File: config.mk
export PLATFORM = sky130hd
export DESIGN_NAME = pwm_2ph
export DESIGN_NICKNAME = d
export VERILOG_FILES = /design/src/rtl/pwm_2ph.sv
export SDC_FILE = /design/constraint.sdc
export NUM_CORES = 1
export LEC_CHECK = 0
export CORE_AREA = 2 2 90 92
export CTS_CLUSTER_DIAMETER = 100
export CTS_CLUSTER_SIZE = 40
export DETAILED_ROUTE_END_ITERATION = 7
export DIE_AREA = 0 0 92 94
export SYNTH_ARGS = -nofsm -noshare
export SYNTH_HDL_FRONTEND = slang
export SYNTH_SLANG_ARGS = --single-unit
File: constraint.sdc
create_clock -name clock -period 8.9 [get_ports clock]
set_input_delay 2.225 -clock clock [delete_from_list [all_inputs] [get_ports clock]]
set_output_delay 2.225 -clock clock [all_outputs]
set_load 0.05 [all_outputs]
File: src/rtl/pwm_2ph.sv
// Two-phase PWM generator: phase A and a 180-degree shifted phase B share one
// period counter, with shadowed duty updates at period boundaries and a latched fault trip.
module pwm_2ph #(
    parameter int CNT_W    = 13,
    parameter int PERIOD   = 5000,
    parameter int DUTY_MAX = 4500,
    parameter int DUTY_RST = 0
) (
    input  logic             clock,
    input  logic             rst,
    input  logic             enable,
    input  logic [CNT_W-1:0] duty_in,
    input  logic             duty_wr,
    input  logic             fault_in,
    input  logic             fault_clr,
    output logic             pwm_a,
    output logic             pwm_b,
    output logic             period_start,
    output logic             fault_latched,
    output logic [CNT_W-1:0] duty_active
);

    localparam logic [CNT_W-1:0] CNT_LAST = CNT_W'(PERIOD - 1);
    localparam logic [CNT_W-1:0] DUTY_CAP = CNT_W'(DUTY_MAX);
    localparam logic [CNT_W-1:0] DUTY_INI = CNT_W'(DUTY_RST);
    localparam logic [CNT_W:0]   HALF_P   = (CNT_W + 1)'(PERIOD / 2);
    localparam logic [CNT_W:0]   FULL_P   = (CNT_W + 1)'(PERIOD);

    logic [CNT_W-1:0] cnt_q, cnt_d;
    logic [CNT_W-1:0] shadow_q, shadow_d;
    logic [CNT_W-1:0] duty_q, duty_d;
    logic             pwm_a_q, pwm_a_d;
    logic             pwm_b_q, pwm_b_d;
    logic             pstart_q, pstart_d;
    logic             fault_q, fault_d;

    logic             run;
    logic [CNT_W-1:0] duty_clamped;
    logic [CNT_W:0]   cnt_b_sum;
    logic [CNT_W:0]   cnt_b;

    // A fault seen this cycle halts immediately, ahead of the latch itself.
    assign run          = enable & ~fault_q & ~fault_in;
    assign duty_clamped = (duty_in > DUTY_CAP) ? DUTY_CAP : duty_in;
    assign cnt_b_sum    = {1'b0, cnt_q} + HALF_P;
    assign cnt_b        = (cnt_b_sum >= FULL_P) ? (cnt_b_sum - FULL_P) : cnt_b_sum;

    always_comb begin
        cnt_d    = '0;
        shadow_d = duty_wr ? duty_clamped : shadow_q;
        duty_d   = duty_q;
        pwm_a_d  = 1'b0;
        pwm_b_d  = 1'b0;
        pstart_d = 1'b0;
        fault_d  = fault_q;

        if (run) begin
            cnt_d    = (cnt_q == CNT_LAST) ? '0 : cnt_q + CNT_W'(1);
            pwm_a_d  = (cnt_q < duty_q);
            pwm_b_d  = (cnt_b < {1'b0, duty_q});
            pstart_d = (cnt_q == '0);
        end

        // Loading the next shadow value covers the same-cycle write bypass.
        if (!run || cnt_q == CNT_LAST) begin
            duty_d = shadow_d;
        end

        if (fault_in) begin
            fault_d = 1'b1;
        end else if (fault_clr) begin
            fault_d = 1'b0;
        end
    end

    always_ff @(posedge clock) begin
        if (rst) begin
            cnt_q    <= '0;
            shadow_q <= DUTY_INI;
            duty_q   <= DUTY_INI;
            pwm_a_q  <= 1'b0;
            pwm_b_q  <= 1'b0;
            pstart_q <= 1'b0;
            fault_q  <= 1'b0;
        end else begin
            cnt_q    <= cnt_d;
            shadow_q <= shadow_d;
            duty_q   <= duty_d;
            pwm_a_q  <= pwm_a_d;
            pwm_b_q  <= pwm_b_d;
            pstart_q <= pstart_d;
            fault_q  <= fault_d;
        end
    end

    assign pwm_a         = pwm_a_q;
    assign pwm_b         = pwm_b_q;
    assign period_start  = pstart_q;
    assign fault_latched = fault_q;
    assign duty_active   = duty_q;

endmodule
==> Implementation_results.wiki, run 1 <==
{| class="wikitable"
! Metric !! Value
|-
| Switch Pwr || 0.0001187 W
|-
| Port Buffers || 35
|-
| Gp weighted congestion || 0.8915
|-
| Proportion of layout cells with a drive suffix above 1 || 0.05612
|-
| Clock-pin slew reported for the worst setup and hold paths after clock tree synthesis || 0.08 ns
|-
| Initial cell density of the core || 0.4026
|-
| Slew of the pin with the lowest slew margin || around 0.86 ns
|-
| GR Util met1 || 0.2574
|-
| Floorplan die height || roughly 94 um
|-
| Max Root-Sink Buffers || 2
|-
| First-pass GRT wire length || between 10000 and 15000 um
|-
| Xor and xnor fraction of the mapped netlist area || 0.06291
|-
| Status || finished clean
|-
| Kind of critical path || in -> reg
|-
| Residual overflow from global routing || 0
|-
| Antenna violations before repair || 0
|-
| Minimum period implied by the final worst setup slack || 4.051 ns
|-
| Final nets || 440
|-
| Final Cycle Share || 0.4552
|-
| Pin count of the biggest net entering global routing || 26
|-
| Final antenna-violating net count || 0
|-
| Count of hold-fix buffers inserted at cts || 0
|-
| Critical Path End Type || flip-flop
|-
| Clock tree sinks || 43
|-
| Clock tree skew after final layout || ~0.0055 ns
|-
| Critical-path maximum fanout || 17
|-
| Number of register bits inferred by synthesis || 43
|-
| DR DRC count || 0
|-
| Setup-violating endpoint count in the final report || 0
|-
| Worst slack at placement || between 4 and 5 ns
|-
| Number of placed I/O pins || 36
|-
| RSZ-0062 raised after global routing || no
|-
| Required time of the worst setup path || 9.14 ns
|-
| Aggregate global-route resource usage || 0.1843
|-
| Adder-cell share of the synthesized area || 0.1225
|-
| Vias per cell || approximately 5.6
|-
| Path type of the worst min-delay path || reg -> reg
|-
| Met3 usage || 0.02648
|-
| CP Launch Type || input port
|-
| Max-slew violations || 0
|-
| Final Worst Setup Slack || between 4 and 5 ns
|-
| Number of enable flip-flop cells after synthesis || 0
|-
| Avg WL per Cell || between 15 and 20 um
|-
| Number of buffers created by CTS || 5
|-
| Total inserted antenna cells || 0
|-
| Power share of the combinational group || 0.169
|-
| Top flip-flop cell by instance count after synthesis || dfxtp_1
|-
| Post-Synthesis Cells || ~370
|-
| Power Density || between 100 and 150 mW/mm^2
|-
| X dimension of the die || 92 um
|-
| Highest clock frequency the design can meet || between 200 and 250 MHz
|-
| Placeable Area || 0.007607 mm^2
|-
| Resize count post-CTS || 0
|-
| Netlist area before placement || 0.003063 mm^2
|-
| Final HPWL from detailed placement || a little under 6000 um
|-
| GR Util met2 || 0.2966
|-
| Library cell used as clock root buffer || clkbuf_8
|-
| Power share of the sequential group || 0.445
|-
| Share of the yosys chip area belonging to registers || 0.2810
|-
| Number of buffers inserted to repair setup after CTS || 0
|-
| Standby leakage power || roughly 1.4 nW
|-
| Number of distinct library cell variants in the gate-level netlist after synthesis || slightly above 60
|-
| Relative area change from synthesis to final layout || 17.36%
|-
| Combinational family with the most area after synthesis || compound AO/OA/AOI/OAI gates
|-
| Overall via count from detail_route || between 2000 and 3000
|-
| Relative slew slack || 0.4233
|-
| Share of total power in the clock network || 0.385
|-
| Final-report hold violation count || 0
|-
| Routed wire length || 7582 um
|-
| WP data arrival || 4.29 ns
|-
| Mean instance size in the synthesized netlist || approximately 8.3 um^2
|-
| Switching part of the total || 0.2554
|-
| Via count of the first global-routing pass || between 2000 and 3000
|-
| Multiplexer area fraction after synthesis || 0.01307
|-
| Maximum ir drop on the vdd rail || ~0.097 mV
|-
| Pre-antenna DRT Iters || 5
|-
| Clock tree from TritonCTS || yes
|-
| Count of synthesis-stage warnings from yosys || 0
|-
| Post-synthesis compound-gate area fraction || 0.2557
|-
| Overall die area || 0.008648 mm^2
|-
| Post-Synthesis Net Count || 416
|-
| Number of maximum-capacitance constraint violations || 0
|-
| Sum of negative setup slack || 0 ns
|-
| Post-synth ARST share || 0
|-
| Cell-internal power || roughly 0.00035 W
|-
| Fraction of the mapped netlist area in simple logic gates || 0.2047
|-
| Site Rows || 32
|-
| Grt peak-use layer || met2
|-
| Later-pin clock latency in the skew report || between 0.2 and 0.3 ns
|-
| Number of H-tree levels || 2
|-
| Iteration-0 DRC count of the detailed router || about 180
|}
final timing paths:
kind	startpoint	endpoint	slack, ns	depth (start not counted)
worst max-delay path	rst	duty_active[6]	4.85	4
worst min-delay path	shadow_q[4]	shadow_q[4]	0.48	2
worst max register to register	cnt_q[2]	pwm_b	4.90	12
worst min register to register	shadow_q[4]	shadow_q[4]	0.48	2
worst max-delay path, stage by stage:
cell and delay (ns):
clkdlybuf4s50_1 0.70, nand2b_1 0.38, nor2b_1 0.72, o22a_1 0.26
power groups by stage:
stage	registers [W]	clock network, W	logic (W)
floorplan	0.000230	0	0.0000314
global placement	0.000212	0	0.0000778
detailed placement	0.000212	0	0.0000785
global route	0.000208	0.000195	0.0000860
CTS	0.000207	0.000182	0.0000789
finish	0.000207	0.000179	0.0000787
state kept, by name, summed over array words and instances, names as in the netlist:
register and flops:
cnt_q 13, duty_active 13, fault_latched 1, period_start 1, pwm_a 1, pwm_b 1, shadow_q 13
layer usage:
layer  share of wire  vias to the layer above
met1            0.50                     1290
li1                -                     1380
met5               0                        -
met3           0.041                       11
met2            0.44                       68
met4           0.016                        0
stage by stage:
stage,std cells,power [W],utilization,hold slack (ns),area (um^2)
2_1_floorplan,367,0.0002610,-,0.4493,3063
3_3_place_gp,486,0.0002896,0.4551,0.4697,3462
3_5_place_dp,486,0.0002902,0.4551,0.4706,3462
4_1_cts,494,0.0004681,0.4725,0.4833,3595
5_1_grt,494,0.0004888,0.4725,0.5088,3595
6_report,494,0.0004646,0.4725,0.4840,3595
synthesized netlist by cell type (5+ instances only):
cell type   n  area share
inv_1      28       0.034
o22a_1     14       0.040
xor2_1      7       0.020
a21oi_1    27       0.044
nand2b_1   12       0.025
and3_1      6       0.012
clkbuf_1   11       0.013
buf_2       6      0.0098
nand2_1    20       0.025
dfxtp_1    43        0.28
nor2_1     27       0.033
o21ai_0    14       0.023
nand3_1    13       0.021
xnor2_1    15       0.043
o211ai_1    5       0.012
nand4_1     6       0.012
ha_1       30        0.12
layout make-up:
cell class,instances,area (um^2)
Inverter,28,105.1
Fill cell,767,4013
Sequential cell,43,860.8
Tap cell,102,127.6
Clock inverter,2,60.06
Timing Repair Buffer,35,350.3
Clock buffer,6,72.57
Multi-Input combinational cell,278,2018
kinds of logic after synthesis:
family / count (synthesis)
multiplexers: 4
AO/OA/AOI/OAI: 105
XOR/XNOR: 22
flip-flops: 43
adder cells (fa/ha/maj): 30
AND/OR/NAND/NOR: 117
buffers and inverters: 46
placed cells by master, fill, tap and decap left out, types with 6 or more instances in the layout:
master,netlist,layout
and3_1,6,6
a21oi_1,27,27
xor2_1,7,7
nand2_1,20,20
o22a_1,14,14
dfxtp_1,43,43
o21ai_0,14,14
nor2_1,27,27
nand2b_1,12,12
nand4_1,6,6
nand3_1,13,13
inv_1,28,28
clkdlybuf4s50_1,0,35
xnor2_1,15,15
ha_1,30,30
(Power assumes the default switching activity.)
==> inputs of run 2 (changes only) <==
Clock period 8.9 ns to 4.1 ns, I/O delays scaled along.
==> Implementation_results.wiki, run 2 (synthesized netlist as in run 1, its figures left out) <==
{| class="wikitable"
! Metric !! Value
|-
| First-pass GRT wire length || 12830 um (+0.60%)
|-
| Highest clock frequency the design can meet || between 200 and 300 MHz
|-
| Critical Path End Type || flip-flop
|-
| Clock-pin slew reported for the worst setup and hold paths after clock tree synthesis || 0.09 ns (about the same)
|-
| Avg WL per Cell || 15.53 um (+1.2%)
|-
| RSZ-0062 raised after global routing || no
|-
| Critical path's largest stage delay || 0.63 ns (-0.09 ns)
|-
| Resize count post-CTS || 0 (unchanged)
|-
| Iteration-0 DRC count of the detailed router || 149 (-17%)
|-
| Required time of the worst setup path || 4.33 ns (-4.81 ns)
|-
| Via count of the first global-routing pass || 2521 (-2.2%)
|-
| DR DRC count || 0 (unchanged)
|-
| Total power draw || 0.0009623 W (+110%)
|-
| Placed Cells || 489 (+0.62%)
|-
| Family with the most delay on the worst path || compound AO/OA/AOI/OAI gates
|-
| Kind of critical path || reg -> reg
|-
| Reg-to-reg setup timing slack || 0.41 ns (-4.49 ns)
|-
| Worst Min Path Start || shadow_q[11]
|-
| Proportion of layout cells with a drive suffix above 1 || 0.06345 (+0.007329)
|-
| Overall die area || 0.008648 mm^2 (unchanged)
|-
| Aggregate global-route resource usage || 0.1860 (+0.001717)
|-
| Sequence of cells on the critical path || ha_1 -> and3_1 -> a21oi_1 -> o211ai_2 -> o21a_1 -> nor2_1 -> a211o_1 -> ha_1 -> and4_1 -> a21oi_1 -> nand2_1 -> a31o_2 -> a211oi_1
|-
| Residual overflow from global routing || 0 (unchanged)
|-
| Gp weighted congestion || 0.8662 (-2.8%)
|-
| CP Launch Type || flip-flop
|-
| Pin count of the biggest net entering global routing || 26 (unchanged)
|-
| Final-report hold violation count || 0 (unchanged)
|-
| Number of maximum-capacitance constraint violations || 0 (unchanged)
|-
| Overall via count from detail_route || 2748 (-0.036%)
|-
| Site Rows || 32 (unchanged)
|-
| WP data arrival || 3.92 ns (-0.37 ns)
|-
| Sum of negative setup slack || 0 ns (unchanged)
|-
| Finished Core Util || 0.4720 (-0.0004940)
|-
| Clock tree sinks || 43 (unchanged)
|-
| Maximum ir drop on the vdd rail || 0.1867 mV (+92%)
|-
| Routed wire length || 7702 um (+1.6%)
|-
| Status || finished clean
|-
| Number of buffers created by CTS || 5 (unchanged)
|-
| R2R Path End || pwm_b
|-
| Number of cell instances on the worst register-to-register path || 13 (+1)
|-
| Max-slew violations || 0 (unchanged)
|-
| Path type of the worst min-delay path || reg -> reg
|-
| Later-pin clock latency in the skew report || 0.31 ns (+0.02 ns)
|-
| Floorplan die height || 94 um (unchanged)
|-
| Number of placed I/O pins || 36 (unchanged)
|-
| Leading cell type in the layout, fill and taps excluded || dfxtp_1
|-
| Standby leakage power || 1.397 nW (about the same)
|-
| Post-route non-filler standard cell count || 496 (+0.40%)
|-
| Power Density || 268.0 mW/mm^2 (+110%)
|-
| Final antenna-violating net count || 0 (unchanged)
|-
| Final Cycle Share || 0.8996
|-
| X dimension of the die || 92 um (unchanged)
|-
| Max Root-Sink Buffers || 2 (unchanged)
|-
| Final nets || 443 (+0.68%)
|-
| Relative area change from synthesis to final layout || 17.24%
|-
| Clock tree from TritonCTS || yes
|-
| Relative slew slack || 0.4532 (+0.02988)
|-
| Port Buffers || 35 (unchanged)
|-
| Vias per cell || 5.540 (-0.44%)
|-
| Startpoint of the lowest-slack register-to-register path || cnt_q[2]
|-
| Placeable Area || 0.007607 mm^2 (unchanged)
|-
| Filler cells || 780 (+1.7%)
|-
| Antenna violations before repair || 0 (unchanged)
|-
| Setup-violating endpoint count in the final report || 0 (unchanged)
|-
| Count of hold-fix buffers inserted at cts || 0 (unchanged)
|-
| Buffers plus inverters on the worst setup path || 0 (-1)
|-
| Total inserted antenna cells || 0 (unchanged)
|-
| Worst hold margin || 0.4877 ns (+0.003680 ns)
|-
| Pre-antenna DRT Iters || 4 (-1)
|-
| Hold Path Sink || shadow_q[11]
|-
| Final HPWL from detailed placement || 5798 um (-1.0%)
|-
| Crit path max-delay cell type || dfxtp_1
|-
| Cell depth of the worst min-delay path || 2 (unchanged)
|-
| Initial cell density of the core || 0.4026 (unchanged)
|-
| Number of buffers inserted to repair setup after CTS || 0 (unchanged)
|-
| Library cell used as clock root buffer || clkbuf_8
|-
| Critical-path maximum fanout || 13 (-4)
|-
| Minimum period implied by the final worst setup slack || 3.688 ns
|-
| Slew of the pin with the lowest slew margin || 0.8176 ns (-0.04560 ns)
|-
| Clock tree skew after final layout || 0.008151 ns (+0.002616 ns)
|-
| Number of H-tree levels || 2 (unchanged)
|-
| Most frequent cells in the layout || dfxtp_1 (43), clkdlybuf4s50_1 (35), ha_1 (30), inv_1 (28)
|}
run 2: power breakdown:
part | switching [W] | internal (W)
Sequential | 0.0000121 | 0.000437
Combinational | 0.000101 | 0.0000716
Clock | 0.000162 | 0.000178
run 2: how the worst max path moves through the flow:
| stage | startpoint | endpoint | cells after the start |
|---|---|---|---|
| after floorplan | cnt_q[3] | pwm_b | 14 |
| after global placement | cnt_q[2] | pwm_b | 13 |
| after detailed placement | cnt_q[2] | pwm_b | 13 |
| after CTS | cnt_q[2] | pwm_b | 13 |
| after global routing | cnt_q[2] | pwm_b | 13 |
| final | cnt_q[2] | pwm_b | 13 |
run 2: tightest hold or removal path: stages, from the launching register on:
cell      delay [ns]
dfxtp_1         0.31
nand2b_1        0.06
a21oi_1         0.07
run 2: final cells by class:
cell class,count,area [um^2],share of cell area
clock buffer,5,68.82,0.01916
clock inverter,2,37.54,0.01045
inverter,28,105.1,0.02927
multi-input combinational,278,2018,0.5620
sequential,43,860.8,0.2397
tap,102,127.6,0.03554
timing repair buffer,38,372.9,0.1038
run 2: per-stage QoR:
step / setup WS [ns] / area, um^2
finish: 0.4118 / 3591
global route: 0.06428 / 3591
CTS: 0.4489 / 3591
detailed placement: 0.4831 / 3485
global placement: 0.5808 / 3485
floorplan: 0.9672 / 3063
run 2: metal layers:
metal / vias up / share of wire / global-route usage
met5: - / 0 / 0
met4: 0 / 0.017 / 0.05473
met3: 12 / 0.040 / 0.02809
met2: 74 / 0.45 / 0.3033
met1: 1286 / 0.49 / 0.2548
li1: 1376 / - / -
